`config.mk`:
```
export PLATFORM = sky130hd
export DESIGN_NAME = des_round_engine
export DESIGN_NICKNAME = d
export VERILOG_FILES = /design/src/rtl/des_round_engine.sv
export SDC_FILE = /design/constraint.sdc
export NUM_CORES = 1
export LEC_CHECK = 0
export ABC_AREA = 1
export CORE_UTILIZATION = 45
export CTS_BUF_LIST = sky130_fd_sc_hd__clkbuf_2 sky130_fd_sc_hd__clkbuf_4 sky130_fd_sc_hd__clkbuf_8
export DETAILED_ROUTE_END_ITERATION = 6
export GPL_TIMING_DRIVEN = 0
export HOLD_SLACK_MARGIN = 0.06
export PLACE_DENSITY_LB_ADDON = 0.1
export SETUP_SLACK_MARGIN = 0.05
export SYNTH_ARGS = -nofsm -noshare
export SYNTH_HDL_FRONTEND = slang
export SYNTH_SLANG_ARGS = --single-unit
```
`constraint.sdc`:
```
create_clock -name clk -period 1.7 [get_ports clk]
set_input_delay 0.255 -clock clk [delete_from_list [all_inputs] [get_ports clk]]
set_output_delay 0.255 -clock clk [all_outputs]
set_load 0.01 [all_outputs]
```
`src/rtl/des_round_engine.sv`:
```
// Iterative DES Feistel core: one round per clock, f-function supplied externally.
// Takes {L0,R0} and PC-1 C||D; returns the pre-output block {R16,L16}.
module des_round_engine #(
  parameter int ROUNDS = 16,
  parameter int CNT_W  = 4
) (
  input  logic        clk,
  input  logic        rst_n,
  input  logic        in_valid,
  output logic        in_ready,
  input  logic [63:0] ip_data,
  input  logic [55:0] key_cd,
  input  logic        mode,
  output logic [31:0] f_r,
  output logic [55:0] f_cd,
  input  logic [31:0] f_res,
  output logic        out_valid,
  input  logic        out_ready,
  output logic [63:0] out_data,
  output logic        busy,
  output logic [3:0]  round_idx
);

  typedef enum logic [1:0] {S_IDLE, S_RUN, S_DONE} state_t;

  // The counter holds the round number modulo 2**CNT_W, so round 16 wraps to 0.
  localparam logic [CNT_W-1:0] RND_1    = CNT_W'(1);
  localparam logic [CNT_W-1:0] RND_2    = CNT_W'(2);
  localparam logic [CNT_W-1:0] RND_9    = CNT_W'(9);
  localparam logic [CNT_W-1:0] RND_16   = CNT_W'(16);
  localparam logic [CNT_W-1:0] RND_LAST = CNT_W'(ROUNDS);

  state_t            state_q, state_d;
  logic [31:0]       l_q, l_d, r_q, r_d;
  logic [55:0]       cd_q, cd_d, cd_rot;
  logic [CNT_W-1:0]  cnt_q, cnt_d;
  logic              mode_q, mode_d;
  logic [63:0]       out_data_q, out_data_d;
  logic [27:0]       c_cur, d_cur;
  logic              one_shift;

  always_comb begin
    c_cur     = cd_q[55:28];
    d_cur     = cd_q[27:0];
    one_shift = (cnt_q == RND_1) || (cnt_q == RND_2) || (cnt_q == RND_9) || (cnt_q == RND_16);
    cd_rot    = cd_q;
    if (!mode_q) begin
      if (one_shift) cd_rot = {c_cur[26:0], c_cur[27], d_cur[26:0], d_cur[27]};
      else           cd_rot = {c_cur[25:0], c_cur[27:26], d_cur[25:0], d_cur[27:26]};
    end else if (cnt_q != RND_1) begin
      // Decrypt walks the encrypt schedule backwards; its first key is C0||D0 itself.
      if (one_shift) cd_rot = {c_cur[0], c_cur[27:1], d_cur[0], d_cur[27:1]};
      else           cd_rot = {c_cur[1:0], c_cur[27:2], d_cur[1:0], d_cur[27:2]};
    end
  end

  always_comb begin
    state_d    = state_q;
    l_d        = l_q;
    r_d        = r_q;
    cd_d       = cd_q;
    cnt_d      = cnt_q;
    mode_d     = mode_q;
    out_data_d = out_data_q;
    case (state_q)
      S_IDLE: begin
        if (in_valid) begin
          l_d     = ip_data[63:32];
          r_d     = ip_data[31:0];
          cd_d    = key_cd;
          mode_d  = mode;
          cnt_d   = RND_1;
          state_d = S_RUN;
        end
      end
      S_RUN: begin
        l_d   = r_q;
        r_d   = l_q ^ f_res;
        cd_d  = cd_rot;
        cnt_d = cnt_q + CNT_W'(1);
        if (cnt_q == RND_LAST) begin
          out_data_d = {l_q ^ f_res, r_q};
          state_d    = S_DONE;
        end
      end
      S_DONE: begin
        if (out_ready) state_d = S_IDLE;
      end
      default: state_d = S_IDLE;
    endcase
  end

  always_ff @(posedge clk or negedge rst_n) begin
    if (!rst_n) begin
      state_q    <= S_IDLE;
      l_q        <= '0;
      r_q        <= '0;
      cd_q       <= '0;
      cnt_q      <= '0;
      mode_q     <= 1'b0;
      out_data_q <= '0;
    end else begin
      state_q    <= state_d;
      l_q        <= l_d;
      r_q        <= r_d;
      cd_q       <= cd_d;
      cnt_q      <= cnt_d;
      mode_q     <= mode_d;
      out_data_q <= out_data_d;
    end
  end

  assign in_ready  = (state_q == S_IDLE);
  assign out_valid = (state_q == S_DONE);
  assign busy      = (state_q == S_RUN) || (state_q == S_DONE);
  assign out_data  = out_data_q;
  assign f_r       = r_q;
  assign f_cd      = cd_rot;
  assign round_idx = (state_q == S_RUN) ? 4'(cnt_q) : 4'd0;

endmodule

```
=== Yosys cells after proc, flatten, opt, wreduce, memory -nomap -nowiden ===
Index checks and enable logic that the tools add are counted.

* Flip-flop bits (word level): 191
* Latch bits: 0
* Memory bits (writable): 0
* Memory bits (read-only): 0
* Input port bits: 157
* Output and inout bits: 159
* Logic and storage cells: 46
* Memories: 0

* $add $sub $neg: 1
* Multiply operators: 0
* Divide/modulo/power cells: 0
* Order comparisons: 0
* Equal/unequal tests: 9
* Shifts and indexed selects: 0
* Mux-type cells: 17
* Bitwise gates (word level): 1
* Reduce and logical (&&, ||, !) cells: 11

{| class="wikitable"
|+ Operator list
! cell !! number
|-
| $mux 56 || 5
|-
| $pmux 32 s2 || 2
|-
| $pmux 56 s2 || 1
|-
| $mux 32 || 2
|-
| $xor 32x32->32 || 1
|-
| $mux 4 || 2
|-
| $pmux 4 s2 || 1
|-
| $mux 2 || 3
|-
| $pmux 2 s3 || 1
|-
| $reduce_and 2->1 || 3
|-
| $add 4x1->4 const B || 1
|-
| $eq 4x1->1 const B || 1
|-
| $eq 4x2->1 const B || 1
|-
| $eq 4x4->1 const B || 1
|-
| $logic_not 4->1 || 1
|-
| $logic_or 1x1->1 || 4
|-
| $ne 2x2->1 const B || 2
|-
| $ne 4x1->1 const B || 1
|-
| $reduce_and 3->1 || 1
|-
| $eq 2x1->1 const B || 1
|-
| $eq 2x2->1 const B || 1
|-
| $logic_not 2->1 || 1
|-
| $ne 2x1->1 const B || 1
|-
| $reduce_bool 2->1 || 1
|}

=== Depth between registers and ports, before layout ===
* Depth after elaboration: 8
* Gate-level depth with buffers: 14
* Depth with buffers taken out: 12

=== Worst setup path before layout ===
No wires, ideal clock.

* Kind: register to output
* From: register cnt_q[0]
* To: output port f_cd[31]
* Arrival time: 1.418 ns
* Data required time: 1.445 ns
* Slack: 0.027 ns
* Stages on the path, launching flop included: 13
* Buffers on the path: 2
* Cell sequence: dfrtp_1 -> inv_1 -> ha_1 -> inv_1 -> nand2_1 -> nand2_2 -> nand2_2 -> buf_6 -> buf_6 -> nand2_1 -> nand3_1 -> nand2_1 -> nand2_1

* Cells in the longest elaborated chain, start to end: 7
* Elaborated cells between the ends (all ways): 12

{| class="wikitable"
|+ Ends and longest elaborated chain
! what !! line !! source
|-
| start, declared || 36 || <nowiki>logic [CNT_W-1:0] cnt_q, cnt_d;</nowiki>
|-
| start signal, assigned || 107 || <nowiki>cnt_q <= cnt_d;</nowiki>
|-
| $eq 4x1->1 or $eq 4x2->1 (tied branches) || 45 || <nowiki>one_shift = (cnt_q == RND_1) || (cnt_q == RND_2) || (cnt_q == RND_9) || (cnt_q == RND_16);</nowiki>
|-
| $logic_or 1x1->1 (3 in a row) || 45 ||
|-
| $mux 56 || 52 || <nowiki>if (one_shift) cd_rot = {c_cur[0], c_cur[27:1], d_cur[0], d_cur[27:1]};</nowiki>
|-
| $mux 56 || 50 || <nowiki>end else if (cnt_q != RND_1) begin</nowiki>
|-
| $mux 56 * || 47 || <nowiki>if (!mode_q) begin</nowiki>
|-
| end, declared || 15 || <nowiki>output logic [55:0] f_cd,</nowiki>
|}

Mark *: on every way between the ends. The rest lies on a longest branch, timed or not.

=== Worst setup path in the final report ===
* From: register cnt_q[1]
* To: output port f_cd[0]

The elaborated chain is that of the path after synthesis.

==> run metrics <==
outcome finished with violations; violated checks negative setup slack; distinct cell type count after synthesis 27; CP Max Fanout 4; Fmax achieved 387 MHz; P_leak 8.70 nW; CP top delay family simple AND/OR/NAND/NOR gates; Yosys top cell area share 0.429; CORE AREA 0.0243 mm²; dpl cells 2253; largest net degree at the start of global routing 107; Non-Filler Instances 2355; clk_lat worst skew 0.50 ns; leading area contributor after synthesis dfrtp_1; final slew viol count 0; Critical Path AT 2.33 ns; Post-synth EDFFs 0; GRT Total Usage 0.309; DRC Markers 0; Synth async-reset ratio 1.00; effective utilization at floorplan 0.458; Crit. End Element output pin; Root Buffer clkbuf_8; Buf/Inv on CP 5; Crit path depth 12; first-pass GRT wire length 61.9 mm; clock power share 0.067; Slew headroom 0.419; Reg-to-Reg Start cnt_q[1]; Final Cycle Share 1.52; Final Hold Fails 0; Syn Inst Count 1613; Worst-Margin Slew 0.871 ns; CTS Sinks 191; Die ar. 0.0254 mm²; CTS Buffer Depth 2; most used flip-flop cell after synthesis dfrtp_1; clock slew at reported path FFs 0.13 ns; CP dominant cell by count nand2_2; Cell Rows 57; Max Cap Viol 0; PnR Total Power 48.1 mW; WL per Instance 18.2 µm; maximum vdd drop 1490 µV; max incr delay on CP 0.45 ns; critical path startpoint category flip-flop; routability cong. 0.909; placed cell areas 0.0148 mm²; initial drt markers 1190; die height 159 µm; R2R cell count 19; capturing point of the worst reg2reg path cd_q[2]; Worst Slack Setup Final -0.882 ns; unrepaired setup endpoints after global routing true; Req. time, crit path 1.44 ns; fraction of layout cells with a size suffix above 1 0.298; grt ovf 0; net count of the finished layout 2178; number of synthesized register bits 191; Routed WL 42.8 mm; CTS tree built; Initial DRT Pass Iterations 6; FF-to-FF setup slack -0.82 ns; Crit-path slowest cell dfrtp_1; share of power burned in registers 0.187; Crit Path Class flip-flop to output pin; via count 12900; Net Switching 23.6 mW; Antenna Violating Nets Remaining 0; Final Cell Area 0.0180 mm²; mapped cell area 0.0111 mm²; YS warnings 0; Max H-tree Level 4; CP cell instances inv_2 > ha_4 > inv_2 > nand2_2 > nand2_4 > buf_4 > buf_16 > nand3_1 > nand3_2 > nand2_2 > nand2_2 > buf_6; synthesis-to-layout area growth 61.2%; via/cell ratio 5.47; endpoints failing setup 273; initial antenna violation count 4; die span in x 159 µm; cells taking the most area after synthesis dfrtp_1 (43%), nand2_1 (20%), nand3_1 (7.6%), nor2_1 (5.7%), o21ai_0 (5.4%); number of buffers inserted by port buffering 315; vias in the first global route 11600; Pint 24.4 mW; Comb pwr share 0.746; Final HPWL DP 27.5 mm; Worst Hold Class input pin to flip-flop; Mapped Nets 1777; sequential-to-total area share from yosys stat 0.429; power density cells 2680 mW/mm²; post-layout min period 2.58 ns; CP Launch Point cnt_q[1]; Sw Ratio 0.492; Clock Skews 0.0219 ns; number of buffers created by CTS 17; CP endpoint f_cd[0]; synthesized area per cell 6.91 µm²; num ports 316
[worst min-delay path: stages]
cell and delay (ns):
clkdlybuf4s50_1 0.39, nand2_1 0.07, a31oi_1 0.07
[metal layers]
layer | GRT usage | part of all wire | vias to the layer above | wire length [µm]
met3 | 0.0544 | 0.072 | 102 | 3100
met4 | 0.118 | 0.037 | 0 | 1570
met5 | 0 | 0 | - | 0
met2 | 0.488 | 0.48 | 615 | 20400
li1 | - | - | 5958 | -
met1 | 0.425 | 0.41 | 6213 | 17800
[how the worst min path moves through the flow]
stage | from | to | slack, ns | depth (start not counted)
after floorplan | rst_n | cd_q[0] | -0.04 | 0
after global placement | out_data[55] | out_data[55] | 0.47 | 2
after detailed placement | rst_n | out_data[41] | 0.32 | 1
after CTS | ip_data[59] | l_q[27] | 0.29 | 3
after global routing | ip_data[59] | l_q[27] | 0.31 | 3
final | ip_data[41] | l_q[9] | 0.30 | 3
[area by class of cell]
| type | count | area (µm²) |
|---|---|---|
| Tap cell | 324 | 405 |
| Timing Repair Buffer | 382 | 4020 |
| Sequential cell | 191 | 4780 |
| Multi-Input combinational cell | 1207 | 6900 |
| Clock inverter | 14 | 183 |
| Buffer | 110 | 1010 |
| Inverter | 105 | 409 |
| Antenna cell | 4 | 10.0 |
| Fill cell | 1898 | 6360 |
| Clock buffer | 18 | 241 |
[logic make-up after synthesis]
group,share of synthesized area
compound gates,0.114
xor+xnor,0.0252
fa+ha+maj,0.00786
buf+inv,0.0865
flops,0.429
simple gates,0.338
[metrics by stage]
| step | util | setup slack [ns] | hold WS [ns] | TNS, ns |
|---|---|---|---|---|
| after detailed placement | 0.610 | -0.940 | 0.317 | -106.99 |
| after CTS | 0.654 | -0.834 | 0.286 | -103.73 |
| final | 0.738 | -0.882 | 0.302 | -97.88 |
| after global routing | 0.738 | -0.977 | 0.314 | -126.32 |
| after global placement | 0.609 | -7.97 | 0.466 | -1620.41 |
| after floorplan | - | 0.0578 | -0.0406 | 0 |
[power by group through the flow]
stage	registers, mW	clock network [mW]	logic [mW]
after floorplan	8.84	0	14.9
after global placement	8.61	0	25.6
after detailed placement	8.65	0	25.9
after CTS	8.62	3.29	28.3
after global routing	9.21	3.46	38.5
final	8.97	3.24	35.9
[sequential cells by signal, summed over array words and instances (netlist names)]
signal	count
cnt_q	4
state_q	2
mode_q	1
f_r	32
out_data	64
l_q	32
cd_q	56
[synth_stat cells, types with 4 or more instances]
library cell and number:
o211ai_1 8, nor2_1 169, a211oi_1 24, a31oi_1 32, inv_1 102, ha_1 7
nand3_1 169, xnor2_1 32, clkbuf_1 50, buf_1 12, buf_4 6, o21ai_1 11
nand2_2 4, o21ai_0 121, buf_6 13, buf_2 29, nand2_1 595, dfrtp_1 191
a21oi_1 27
[layout by cell type (no fill, tap or decap), types with 12 or more instances in the layout]
cell type and count:
a21oi_1 18, clkdlybuf4s50_1 251, nor2_2 14, a31oi_1 32
clkbuf_8 17, nand2_1 399, buf_12 14, nor2_1 153
xnor2_1 32, buf_8 12, o21ai_1 13, nand2_4 36
buf_2 18, clkbuf_1 24, buf_6 90, buf_4 38
inv_1 95, clkbuf_2 16, nand3_2 92, a211oi_2 19
nand3_1 75, o21ai_0 119, nand2_2 163, dfrtp_1 190
[timing repair]
action                                  4_1_cts  5_1_grt
endpoints found under the setup margin      349      349
endpoints found under the hold margin        85        0
resized for setup                           362      525
hold buffers                                  1        0
buffers inserted                             30       30
pin swaps                                    21      133
cloned                                        4        9
No activity file was read; power rests on OpenSTA's default activity.
